$ cat src/rtl/shift_unit.sv
// Serial shifter: one bit per cycle over shamt cycles, IDLE/SHIFT/DONE.
// Define SHIFT_ROTATE_EN to enable ROL/ROR; otherwise they act as pass.
module shift_unit (
  input  logic        clk,
  input  logic        reset,
  input  logic        start,
  input  logic [2:0]  op,
  input  logic [31:0] shamt_in,
  input  logic [31:0] data_in,
  output logic [31:0] data_out,
  output logic        busy,
  output logic        done
);

  typedef enum logic [1:0] {
    IDLE,
    SHIFT,
    DONE
  } state_t;

  localparam logic [2:0] OP_SLL = 3'b001;
  localparam logic [2:0] OP_SRL = 3'b010;
  localparam logic [2:0] OP_SRA = 3'b011;
`ifdef SHIFT_ROTATE_EN
  localparam logic [2:0] OP_ROL = 3'b100;
  localparam logic [2:0] OP_ROR = 3'b101;
`endif

  state_t      state_q, state_d;
  logic [31:0] data_q, data_d;
  logic [2:0]  op_q, op_d;
  logic [4:0]  count_q, count_d;
  logic        shift_op;
  logic [31:0] step;
  logic        unused_shamt;

  assign unused_shamt = ^shamt_in[31:5];
  assign data_out     = data_q;

  always_comb begin
    shift_op = 1'b0;
    unique case (op)
      OP_SLL, OP_SRL, OP_SRA: shift_op = 1'b1;
`ifdef SHIFT_ROTATE_EN
      OP_ROL, OP_ROR:         shift_op = 1'b1;
`endif
      default:                shift_op = 1'b0;
    endcase
  end

  // single-bit step of the working register
  always_comb begin
    step = data_q;
    unique case (op_q)
      OP_SLL:  step = {data_q[30:0], 1'b0};
      OP_SRL:  step = {1'b0, data_q[31:1]};
      OP_SRA:  step = {data_q[31], data_q[31:1]};
`ifdef SHIFT_ROTATE_EN
      OP_ROL:  step = {data_q[30:0], data_q[31]};
      OP_ROR:  step = {data_q[0], data_q[31:1]};
`endif
      default: step = data_q;
    endcase
  end

  always_comb begin
    state_d = state_q;
    data_d  = data_q;
    op_d    = op_q;
    count_d = count_q;
    busy    = 1'b0;
    done    = 1'b0;
    unique case (state_q)
      IDLE: begin
        if (start) begin
          data_d  = data_in;
          op_d    = op;
          count_d = shamt_in[4:0];
          if (shift_op && (shamt_in[4:0] != 5'd0)) begin
            state_d = SHIFT;
          end else begin
            state_d = DONE;
          end
        end
      end
      SHIFT: begin
        busy    = 1'b1;
        data_d  = step;
        count_d = count_q - 5'd1;
        if (count_q == 5'd1) begin
          state_d = DONE;
        end
      end
      DONE: begin
        busy    = 1'b1;
        done    = 1'b1;
        state_d = IDLE;
      end
      default: state_d = IDLE;
    endcase
  end

  always_ff @(posedge clk or negedge reset) begin
    if (!reset) begin
      state_q <= IDLE;
      data_q  <= 32'h0;
      op_q    <= 3'b000;
      count_q <= 5'd0;
    end else begin
      state_q <= state_d;
      data_q  <= data_d;
      op_q    <= op_d;
      count_q <= count_d;
    end
  end

endmodule

$ cat config.mk
export PLATFORM = sky130hd
export DESIGN_NAME = shift_unit
export DESIGN_NICKNAME = d
export VERILOG_FILES = /design/src/rtl/shift_unit.sv
export SDC_FILE = /design/constraint.sdc
export NUM_CORES = 1
export LEC_CHECK = 0
export BUFFER_PORTS_ARGS = -buffer_cell sky130_fd_sc_hd__buf_4
export CORE_ASPECT_RATIO = 2
export CORE_MARGIN = 2
export CORE_UTILIZATION = 48
export DETAILED_ROUTE_END_ITERATION = 10
export PLACE_DENSITY = 0.84
export SYNTH_ARGS = -nofsm -noshare
export SYNTH_HDL_FRONTEND = slang
export SYNTH_SLANG_ARGS = --single-unit
$ cat constraint.sdc
create_clock -name clk -period 1.9 [get_ports clk]
set_input_delay 0.19 -clock clk [delete_from_list [all_inputs] [get_ports clk]]
set_output_delay 0.19 -clock clk [all_outputs]
set_load 0.05 [all_outputs]
## After elaboration in Yosys (flattened, before gate mapping)

Cells that the tools add are included.

| operators by class | value |
|---|---|
| add/sub/neg operators | 1 |
| eq/ne operators | 14 |
| mux-type cells | 12 |
| reduce and logical (&&, ||, !) cells | 11 |

Operators by type and width:

| kind | count |
|---|---|
| case mux 32 bit (3 select lines) | 1 |
| case mux 32 bit (2 select lines) | 1 |
| two-way mux 32 bit | 1 |
| == test 3 x 2 -> 1 bit, second input constant | 4 |
| case mux 5 bit (2 select lines) | 1 |
| == test 3 x 1 -> 1 bit, second input constant | 2 |
| two-way mux 2 bit | 3 |
| inequality test 2 bit, second input constant | 3 |
| AND reduction 2 bit | 3 |
| == test 5 x 1 -> 1 bit, second input constant | 1 |
| two-way mux 5 bit | 1 |
| nonzero test 5 bit | 1 |
| subtractor 5 x 1 -> 5 bit, second input constant | 1 |
| inequality test 4 x 1 -> 1 bit, second input constant | 1 |
| case mux 2 bit (2 select lines) | 1 |
| AND reduction 4 bit | 1 |
| two-way mux 1 bit | 3 |
| inequality test 3 x 1 -> 1 bit, second input constant | 1 |
| AND reduction 3 bit | 1 |
| OR reduction 3 bit | 1 |
| == test 2 x 1 -> 1 bit, second input constant | 1 |
| == test 2 bit, second input constant | 1 |
| zero test 2 bit | 1 |
| nonzero test 2 bit | 1 |
| other kinds (2) | 2 |

| storage, ports and cells | value |
|---|---|
| register bits | 42 |
| input port bits | 70 |
| output and inout bits | 34 |
| logic and storage cells | 43 |

## Depth between registers and ports, before layout

Gate-level depths: netlist of run 1.

| logic depth | value |
|---|---|
| depth after elaboration | 7 |
| gate-level depth with buffers | 8 |
| gate-level depth less buffers | 6 |

## Worst setup path before layout of run 1

No wires, ideal clock.

| timing | value |
|---|---|
| path type | register -> register |
| from | register state_q[0] |
| to | register data_q[0] (netlist: data_out[0]) |
| library setup time | 0.127 ns |
| arrival time | 1.428 ns |
| required time | 1.773 ns |
| slack | 0.345 ns |
| cell stages (with the launch flop) | 8 |
| path buffers | 2 |
| clock period less this slack | 1.555 ns |
| path through | dfrtp_1 inv_1 ha_1 buf_6 mux2_4 o21ai_4 clkbuf_2 o21ai_0 |

| on the way | value |
|---|---|
| longest elaborated chain between the ends | 3 |
| elaborated cells between the ends (all ways) | 7 |
| classes of those cells | 3 x eq/ne; 1 x mux; 3 x reduce/logical |

Ends and longest elaborated chain:

| item | line | source |
|---|---|---|
| start, declared | 29 | `state_t state_q, state_d;` |
| start signal, assigned | 110 | `state_q <= state_d;` |
| == test 2 x 1 -> 1 bit or zero test 2 bit (tied branches) | 73 | `unique case (state_q)` |
| inequality test 4 x 1 -> 1 bit (no source line), or another cell as far along | - |  |
| AND reduction 3 bit (no source line) | - |  |
| end signal, assigned | 111 | `data_q <= data_d;` |
| end, declared | 30 | `logic [31:0] data_q, data_d;` |

Several ways; a longest one is shown, not always the timed one.
A chain may end at the register's enable or synchronous reset.

## Final worst setup path of run 1

| timing | value |
|---|---|
| from | register state_q[1] |
| to | register data_q[19] (netlist: data_out[19]) |

The elaborated chain is that of the path after synthesis.

==> results.toml, run 1 <==
[synthesis]
yosys.area_share.adder_pct = 2.51
synth_top_family_by_area = "compound AO/OA/AOI/OAI gates"
syn_area_um2 = 2490
synthDistinctLibCells = 34
synth_simple_gate_area_share_pct = 22.2
synth_compound_area_share_pct = 24.5
synthCells = 310
ys.warnings.count = 0
yosys-top-cells-area = "dfrtp_1 42%, nand2_1 14%, a31o_2 11%, o21ai_0 6.8%, nor2_1 5.1%"
yosys_register_bits = 42
synthMuxAreaShare_pct = 2.36
synth-xor-area-share_pct = 0.351
async_flop_share_pct = 100
yosys-top-cells-count = "96 x nand2_1, 42 x dfrtp_1, 34 x nor2_1, 34 x o21ai_0, 31 x a31o_2"
synth_edf_count = 0
synth-main-ff-cell = "dfrtp_1"
synth_top_area_cell = "dfrtp_1"
syn_nets = 385
syn_avg_cell_area_um2 = 8.05
yosysTopAreaCellShare_pct = 42.1
yosys.cell_count.top_type = "nand2_1"
ys_seq_area_share_pct = 42.1

[global_routing]
grt_usage_pct = 22.4
grt_pass1_wl_um = 9680
grt_start_max_net_pins = 43
grt_pass1_vias = 2175
antenna_found_initial = 0
grt_overflow_total = 0

[drt]
via_per_inst = 5.59
wire_per_inst_um = 14.2
drtIter0Drc = 52
drt.antenna.violating_nets = 0
first_pass_iters = 5
num_vias = 2448
finalWirelength_um = 6200
drc = 0

[pwr]
leakagePower_nw = 1.55
ir_drop_mv = 1.54
power_density_nw_per_um2 = 2000

[cts]
clock-sinks = 42
cts_root_buf = "clkbuf_8"
post-cts-setup-buffers = 0
clockBufferDepth = 2
cts_tree = "built"
insertion_delay_ps = 300
postCtsResizedCells = 0
htree_levels = 2
cts-buffers-inserted = 5
path_clk_slew_ps = 80

[critical_path]
max_stage_delay_ps = 410
crit_chain = "inv_1 -> ha_1 -> mux2_4 -> o21ai_4 -> buf_12 -> o21ai_0"
critPathCaptureType = "flip-flop"
crit_start = "state_q[1]"
critPathArrivalTime_ps = 1870
cpMaxStageDelayCell = "dfrtp_1"
required_ps = 2070
worstReg2RegEnd = "data_out[19]"
rr_startpoint = "state_q[1]"
critical_path_cell_count = 6
cp-start-kind = "flip-flop"
cp_max_fo = 24
r2r_cells = 6
cp.buffers_inverters = 2
r2r_setup_slack_ps = 200
cpLargestDelayFamily = "flip-flops"
path_class = "flip-flop to flip-flop"
cp-endpoint = "data_out[19]"

[outcome]
outcome = "complete, no violations"

[timing]
timing.fmax_ghz = 0.590
fin_tns_setup_ps = 0
final_max_slew_viol_count = 0
fin_skew_ps = 10.3
finalHoldViolations = 0
fin_crit_ps = 1700
period_share_pct = 89.2
slew_headroom_pct = 64.0
setup_viol = 0
worst_pin_slew_ps = 539
rsz0062_at_grt = "no"

[cells_and_area]
drive_above_1_share_pct = 34.5
seqCellArea_um2 = 1050
fin_nets = 454
area_delta_synth_final_pct = 28.6
antenna_cells = 0
n_fill_cell = 468
multi_input_area_um2 = 1300
final_cell_area_um2 = 3210

[die]
fp.dieArea_um2 = 5830
die-height_um = 106
core_um2 = 5090
num_io_pins = 104
die_w_um = 55.0
initial_core_util_pct = 49.0
rows = 37

[place]
placed_cell_area_um2 = 3090
place_congestion = 0.801
port_buffers = 76
dp_hpwl_um = 4370

[job]
cap_violations = 0

[worst_hold_path]
hold_path_class = "input port to flip-flop"
## worst min-delay path by stage
stage / from / endpoint / slack [ps] / cells past startpoint
finish: op[1] / op_q[1] / 140 / 2
global route: op[2] / op_q[2] / 130 / 2
CTS: op[2] / op_q[2] / 130 / 2
detailed placement: reset / data_out[17] / 220 / 1
global placement: reset / data_out[16] / 210 / 1
floorplan: reset / count_q[0] / -110 / 0
## metal layers
metal | GRT usage (%) | part of all wire, % | vias up
li1 | - | - | 1195
met1 | 27.2 | 38 | 1148
met2 | 36.6 | 53 | 91
met3 | 3.79 | 5.5 | 14
met4 | 10.8 | 2.9 | 0
met5 | 0 | 0 | -
## layout by cell type (no fill, tap or decap), types with 4 or more instances in the layout
cell type | netlist | final
nand2_1 | 96 | 96
buf_4 | 7 | 81
dfrtp_1 | 42 | 42
nor2_1 | 34 | 34
o21ai_0 | 34 | 34
a31o_2 | 31 | 31
inv_1 | 6 | 6
a21oi_1 | 6 | 6
clkbuf_8 | 0 | 5
ha_1 | 5 | 4
## registers in the layout, indices dropped and copies added, names as in the netlist
signal	count
count_q	5
state_q	2
data_out	32
op_q	3
## cell type report
class	instances	area share [%]
clock buffer	5	2.14
clock inverter	3	1.25
inverter	6	0.702
multi-input combinational	240	40.4
sequential	42	32.7
tap	58	2.26
timing repair buffer	84	20.5
## stage by stage
step	hold WS (ps)	setup WS [ps]	instances	utilization, %	total power [mW]
finish	143	205	438	63.0	6.43
global route	131	23.0	438	63.0	6.86
CTS	132	151	438	63.0	6.45
detailed placement	216	161	429	60.7	5.74
global placement	213	238	429	60.7	5.63
floorplan	-106	345	310	-	4.66
## power breakdown
group | internal, mW | leakage [nW] | switching [mW]
combinational | 1.33 | 0.985 | 2.57
clock | 0.387 | 0.0579 | 0.310
sequential | 1.34 | 0.509 | 0.490
## cells by family (layout without fill, tap and decap cells)
group                      Yosys count  in the layout
and+or+nand+nor                    141            141
muxes                                5              5
xor gates and xnor gates             1              1
adders and majority gates            5              5
buffers and inverters               28             98
DFF                                 42             42
AOI/OAI and AO/OA                   88             88
## repair_timing
action | in CTS | in global routing
setup endpoints to repair | 0 | 1
endpoints found under the hold margin | 42 | 0
hold buffers | 1 | 0
No activity file was read; power rests on OpenSTA's default activity.
==> run 2: changes to the inputs <==
Settings changed: CORE_UTILIZATION 48 to 52, PLACE_DENSITY 0.84 to 0.9.
Clock period 1.9 ns to 2.1 ns, I/O delays scaled along.
==> run 2 against run 1 <==
- via count up 1.8%
- clock skew down 3.1 ps
- fmax down 7.0%
- sequential power down 9.8%
==> results.toml, run 2 (same netlist as run 1, synthesis figures left out) <==
[critical_path]
critPathCaptureType = "flip-flop"
critPathArrivalTime_ps = 2020
cpMaxStageDelayCell = "o21ai_4"
cp.buffers_inverters = 3
max_stage_delay_ps = 490
crit_chain = "inv_1 -> ha_2 -> inv_1 -> o21ai_4 -> buf_12 -> nand2_1 -> o21ai_0"
cp_common_cell = "inv_1"
cpLargestDelayFamily = "compound AO/OA/AOI/OAI gates"
path_class = "flip-flop to flip-flop"
required_ps = 2300
cp-start-kind = "flip-flop"
cp_max_fo = 22

[cts]
clock-sinks = 42
cts_root_buf = "clkbuf_8"
clockBufferDepth = 2
insertion_delay_ps = 300
htree_levels = 2
cts-buffers-inserted = 5
cts_tree = "built"
path_clk_slew_ps = 80
postCtsResizedCells = 0

[die]
core_um2 = 4600
die-height_um = 102
rows = 35
die_w_um = 53.0
initial_core_util_pct = 54.3
num_io_pins = 104
fp.dieArea_um2 = 5400

[cells_and_area]
final_util_pct = 70.4
mostFrequentLayoutCells = "96 x nand2_1, 81 x buf_4, 42 x dfrtp_1"
antenna_cells = 0
fin_nets = 454
area_delta_synth_final_pct = 29.8
drive_above_1_share_pct = 34.5
largest_reg_flops = 32
final_common_cell = "nand2_1"

[job]
cap_violations = 0

[global_routing]
grt_start_max_net_pins = 43
grt_pass1_vias = 2367
antenna_found_initial = 0
grt_usage_pct = 25.4
grt_pass1_wl_um = 10200
grt_overflow_total = 0

[timing]
rsz0062_at_grt = "no"
period_share_pct = 86.8
fin_crit_ps = 1820
fin_skew_ps = 7.18
worst_pin_slew_ps = 580
setup_viol = 0
fin_tns_setup_ps = 0
slew_headroom_pct = 61.4
final_max_slew_viol_count = 0
finalHoldViolations = 0
timing.fmax_ghz = 0.549

[drt]
via_per_inst = 5.73
drt.antenna.violating_nets = 0
num_vias = 2492
drc = 0
finalWirelength_um = 6430
drtIter0Drc = 72
wire_per_inst_um = 14.8
first_pass_iters = 4

[pwr]
leakagePower_nw = 1.56
total_power_mw = 6.00
power_density_nw_per_um2 = 1850
ir_drop_mv = 1.25

[worst_hold_path]
hold_path_class = "input port to flip-flop"

[place]
dp_hpwl_um = 4500
place_congestion = 0.771
port_buffers = 76

[outcome]
outcome = "complete, no violations"
run 2: cell count changes in the layout (fill, tap and decap cells not counted):
cell | previous run | this run
bufinv_16 | 1 | 2
clkbuf_8 | 5 | 6
clkinv_2 | 2 | 0
run 2: per-layer routing:
| metal | vias to the layer above | global-route usage (%) | wire length, um |
|---|---|---|---|
| met1 | 1183 | 26.2 | 2240 |
| met4 | 0 | 15.6 | 293 |
| li1 | 1195 | - | - |
| met2 | 90 | 46.0 | 3590 |
| met5 | - | 0 | 0 |
| met3 | 24 | 3.51 | 303 |
run 2: power breakdown:
part	leakage (nW)	internal [mW]	switching, mW	total, mW
logic	0.984	1.21	2.34	3.55
clock network	0.0714	0.507	0.287	0.794
registers	0.509	1.21	0.444	1.65
run 2: cell type report:
cell class / count / area, um^2
Fill cell: 388 / 1360
Multi-Input combinational cell: 240 / 1300
Sequential cell: 42 / 1050
Timing Repair Buffer: 84 / 658
Clock buffer: 6 / 82.6
Tap cell: 55 / 68.8
Clock inverter: 2 / 60.1
Inverter: 6 / 22.5
run 2: final timing paths:
| path | start | end | slack, ps | depth (start not counted) |
|---|---|---|---|---|
| max reg2reg | state_q[1] | data_out[21] | 280 | 7 |
| max | state_q[1] | data_out[21] | 280 | 7 |
| max in group asynchronous | reset | op_q[0] | 1250 | 2 |
| min | op[0] | op_q[0] | 160 | 2 |
| min in group asynchronous | reset | data_out[26] | 470 | 2 |
| min reg2reg | data_out[0] | data_out[0] | 520 | 2 |
run 2: through the flow:
step	cells	worst slack [ps]	hold slack, ps	cell area, um^2
floorplan	310	545	-85.6	2490
global placement	426	406	229	3090
detailed placement	426	344	236	3090
CTS	435	284	151	3240
global route	435	134	158	3240
finish	435	278	157	3240
run 2: worst register-to-register path: cells and delay by family, from the launching register on:
family                   cells  cell delay [ps]
AND/OR/NAND/NOR              1               60
buffers and inverters        3              440
AO/OA/AOI/OAI                2              600
adder cells (fa/ha/maj)      1              210
flip-flops                   1              420
run 2: timing repair:
action,4_1_cts,5_1_grt
setup buffers,0,0
endpoints found under the setup margin,0,0
endpoints found under the hold margin,42,0
hold buffers,1,0
==> run 3: changes to the inputs <==
Settings changed: CORE_ASPECT_RATIO 2 to 1.1.
==> run 3 against run 2 <==
- sequential power is essentially flat
- fmax shrank 0.91%
- worst hold slack lost 2.7 ps
- power shrank 4.4%
- register-to-register slack lost 20 ps
- setup slack lost 17 ps
==> results.toml, run 3 (same netlist as run 1, synthesis figures left out) <==
[outcome]
outcome = "complete, no violations"

[worst_hold_path]
whs_path_depth = 2
min_to = "op_q[1]"
hp-start = "op[1]"
hold_path_class = "input port to flip-flop"

[critical_path]
r2r_cells = 6
cp-start-kind = "flip-flop"
critPathArrivalTime_ps = 2010
cpMaxStageDelayCell = "dfrtp_1"
crit_chain = "inv_1 -> ha_1 -> mux2_4 -> o21ai_4 -> buf_4 -> o21ai_0"
worstReg2RegEnd = "data_out[1]"
critPathCaptureType = "flip-flop"
rr_startpoint = "state_q[0]"
cp_max_fo = 22
path_class = "flip-flop to flip-flop"
r2r_setup_slack_ps = 260
max_stage_delay_ps = 390
required_ps = 2270

[pwr]
leakagePower_nw = 1.54
ir_drop_mv = 0.901
power_density_nw_per_um2 = 1800

[place]
dp_hpwl_um = 4140
port_buffers = 76
placed_cell_area_um2 = 3070
place_congestion = 0.830

[cells_and_area]
largest_reg_flops = 32
n_fill_cell = 372
area_delta_synth_final_pct = 27.6
mostFrequentLayoutCells = "96 x nand2_1, 81 x buf_4, 42 x dfrtp_1"
final_cell_area_um2 = 3180
fin_nets = 453
final_common_cell = "nand2_1"
antenna_cells = 0
drive_above_1_share_pct = 33.8

[die]
initial_core_util_pct = 54.0
core_um2 = 4620
die_w_um = 70.0
rows = 26
num_io_pins = 104
die-height_um = 76.6
fp.dieArea_um2 = 5370

[global_routing]
grt_usage_pct = 23.5
antenna_found_initial = 0
grt_pass1_vias = 2290
grt_start_max_net_pins = 43
grt_pass1_wl_um = 10200
grt_overflow_total = 0

[cts]
insertion_delay_ps = 290
htree_levels = 2
postCtsResizedCells = 0
path_clk_slew_ps = 80
clock-sinks = 42
post-cts-setup-buffers = 0
cts_root_buf = "clkbuf_8"
clockBufferDepth = 2
cts-buffers-inserted = 5
cts_tree = "built"
ctsHoldBuffers = 1

[drt]
finalWirelength_um = 5860
first_pass_iters = 4
wire_per_inst_um = 13.5
drc = 0
drt.antenna.violating_nets = 0
num_vias = 2422
drtIter0Drc = 160
via_per_inst = 5.57

[job]
cap_violations = 0

[timing]
slew_headroom_pct = 59.0
rsz0062_at_grt = "no"
fin_crit_ps = 1840
setup_viol = 0
finalHoldViolations = 0
fin_skew_ps = 5.37
final_max_slew_viol_count = 0
period_share_pct = 87.6
worst_hold_slack_ps = 155
worst_pin_slew_ps = 615
timing.fmax_ghz = 0.544
fin_tns_setup_ps = 0
[run 3: cell count changes in the layout (fill, tap and decap cells not counted), sizes merged]
cell | previous run | this run
buf | 83 | 82
bufinv | 2 | 1
clkbuf | 6 | 7
[run 3: worst max path at each step]
stage	cells after the start	start	to	slack, ps
after floorplan	7	state_q[0]	data_out[0]	540
after global placement	6	state_q[0]	data_out[1]	330
after detailed placement	6	state_q[0]	data_out[1]	270
after CTS	6	state_q[0]	data_out[1]	260
after global routing	7	state_q[0]	data_out[1]	100
final	6	state_q[0]	data_out[1]	260
[run 3: area by class of cell]
cell class | instances | area (um^2) | area share, %
Multi-Input combinational cell | 240 | 1300 | 40.7
Tap cell | 56 | 70.1 | 2.20
Timing Repair Buffer | 83 | 638 | 20.0
Clock inverter | 1 | 30.0 | 0.943
Sequential cell | 42 | 1050 | 33.0
Inverter | 6 | 22.5 | 0.707
Clock buffer | 7 | 76.3 | 2.40
[run 3: metal layers]
metal	up-vias	global-route usage [%]	share of wire, %
li1	1193	-	-
met1	1143	30.2	41
met2	78	38.0	52
met3	8	3.97	5.6
met4	0	11.7	1.8
met5	-	0	0
[run 3: critical path, delay by kind of cell (launching register included)]
kind / cells / cell delay, ps
muxes: 1 / 380
AOI/OAI and AO/OA: 2 / 220
adders and majority gates: 1 / 370
buffers and inverters: 2 / 350
DFF: 1 / 390
[run 3: power breakdown]
part	leakage [nW]	total (mW)	switching, mW	internal, mW
sequential	0.509	1.63	0.424	1.21
combinational	0.974	3.48	2.31	1.17
clock	0.0524	0.623	0.267	0.356
total	1.54	5.73	3.00	2.74
[run 3: per-stage QoR]
step	worst slack, ps	cells	total power [mW]	util, %
floorplan	545	310	4.21	-
global placement	330	426	5.02	66.4
detailed placement	272	426	5.13	66.4
CTS	259	435	5.76	68.9
global route	100	435	6.16	68.9
finish	261	435	5.73	68.9
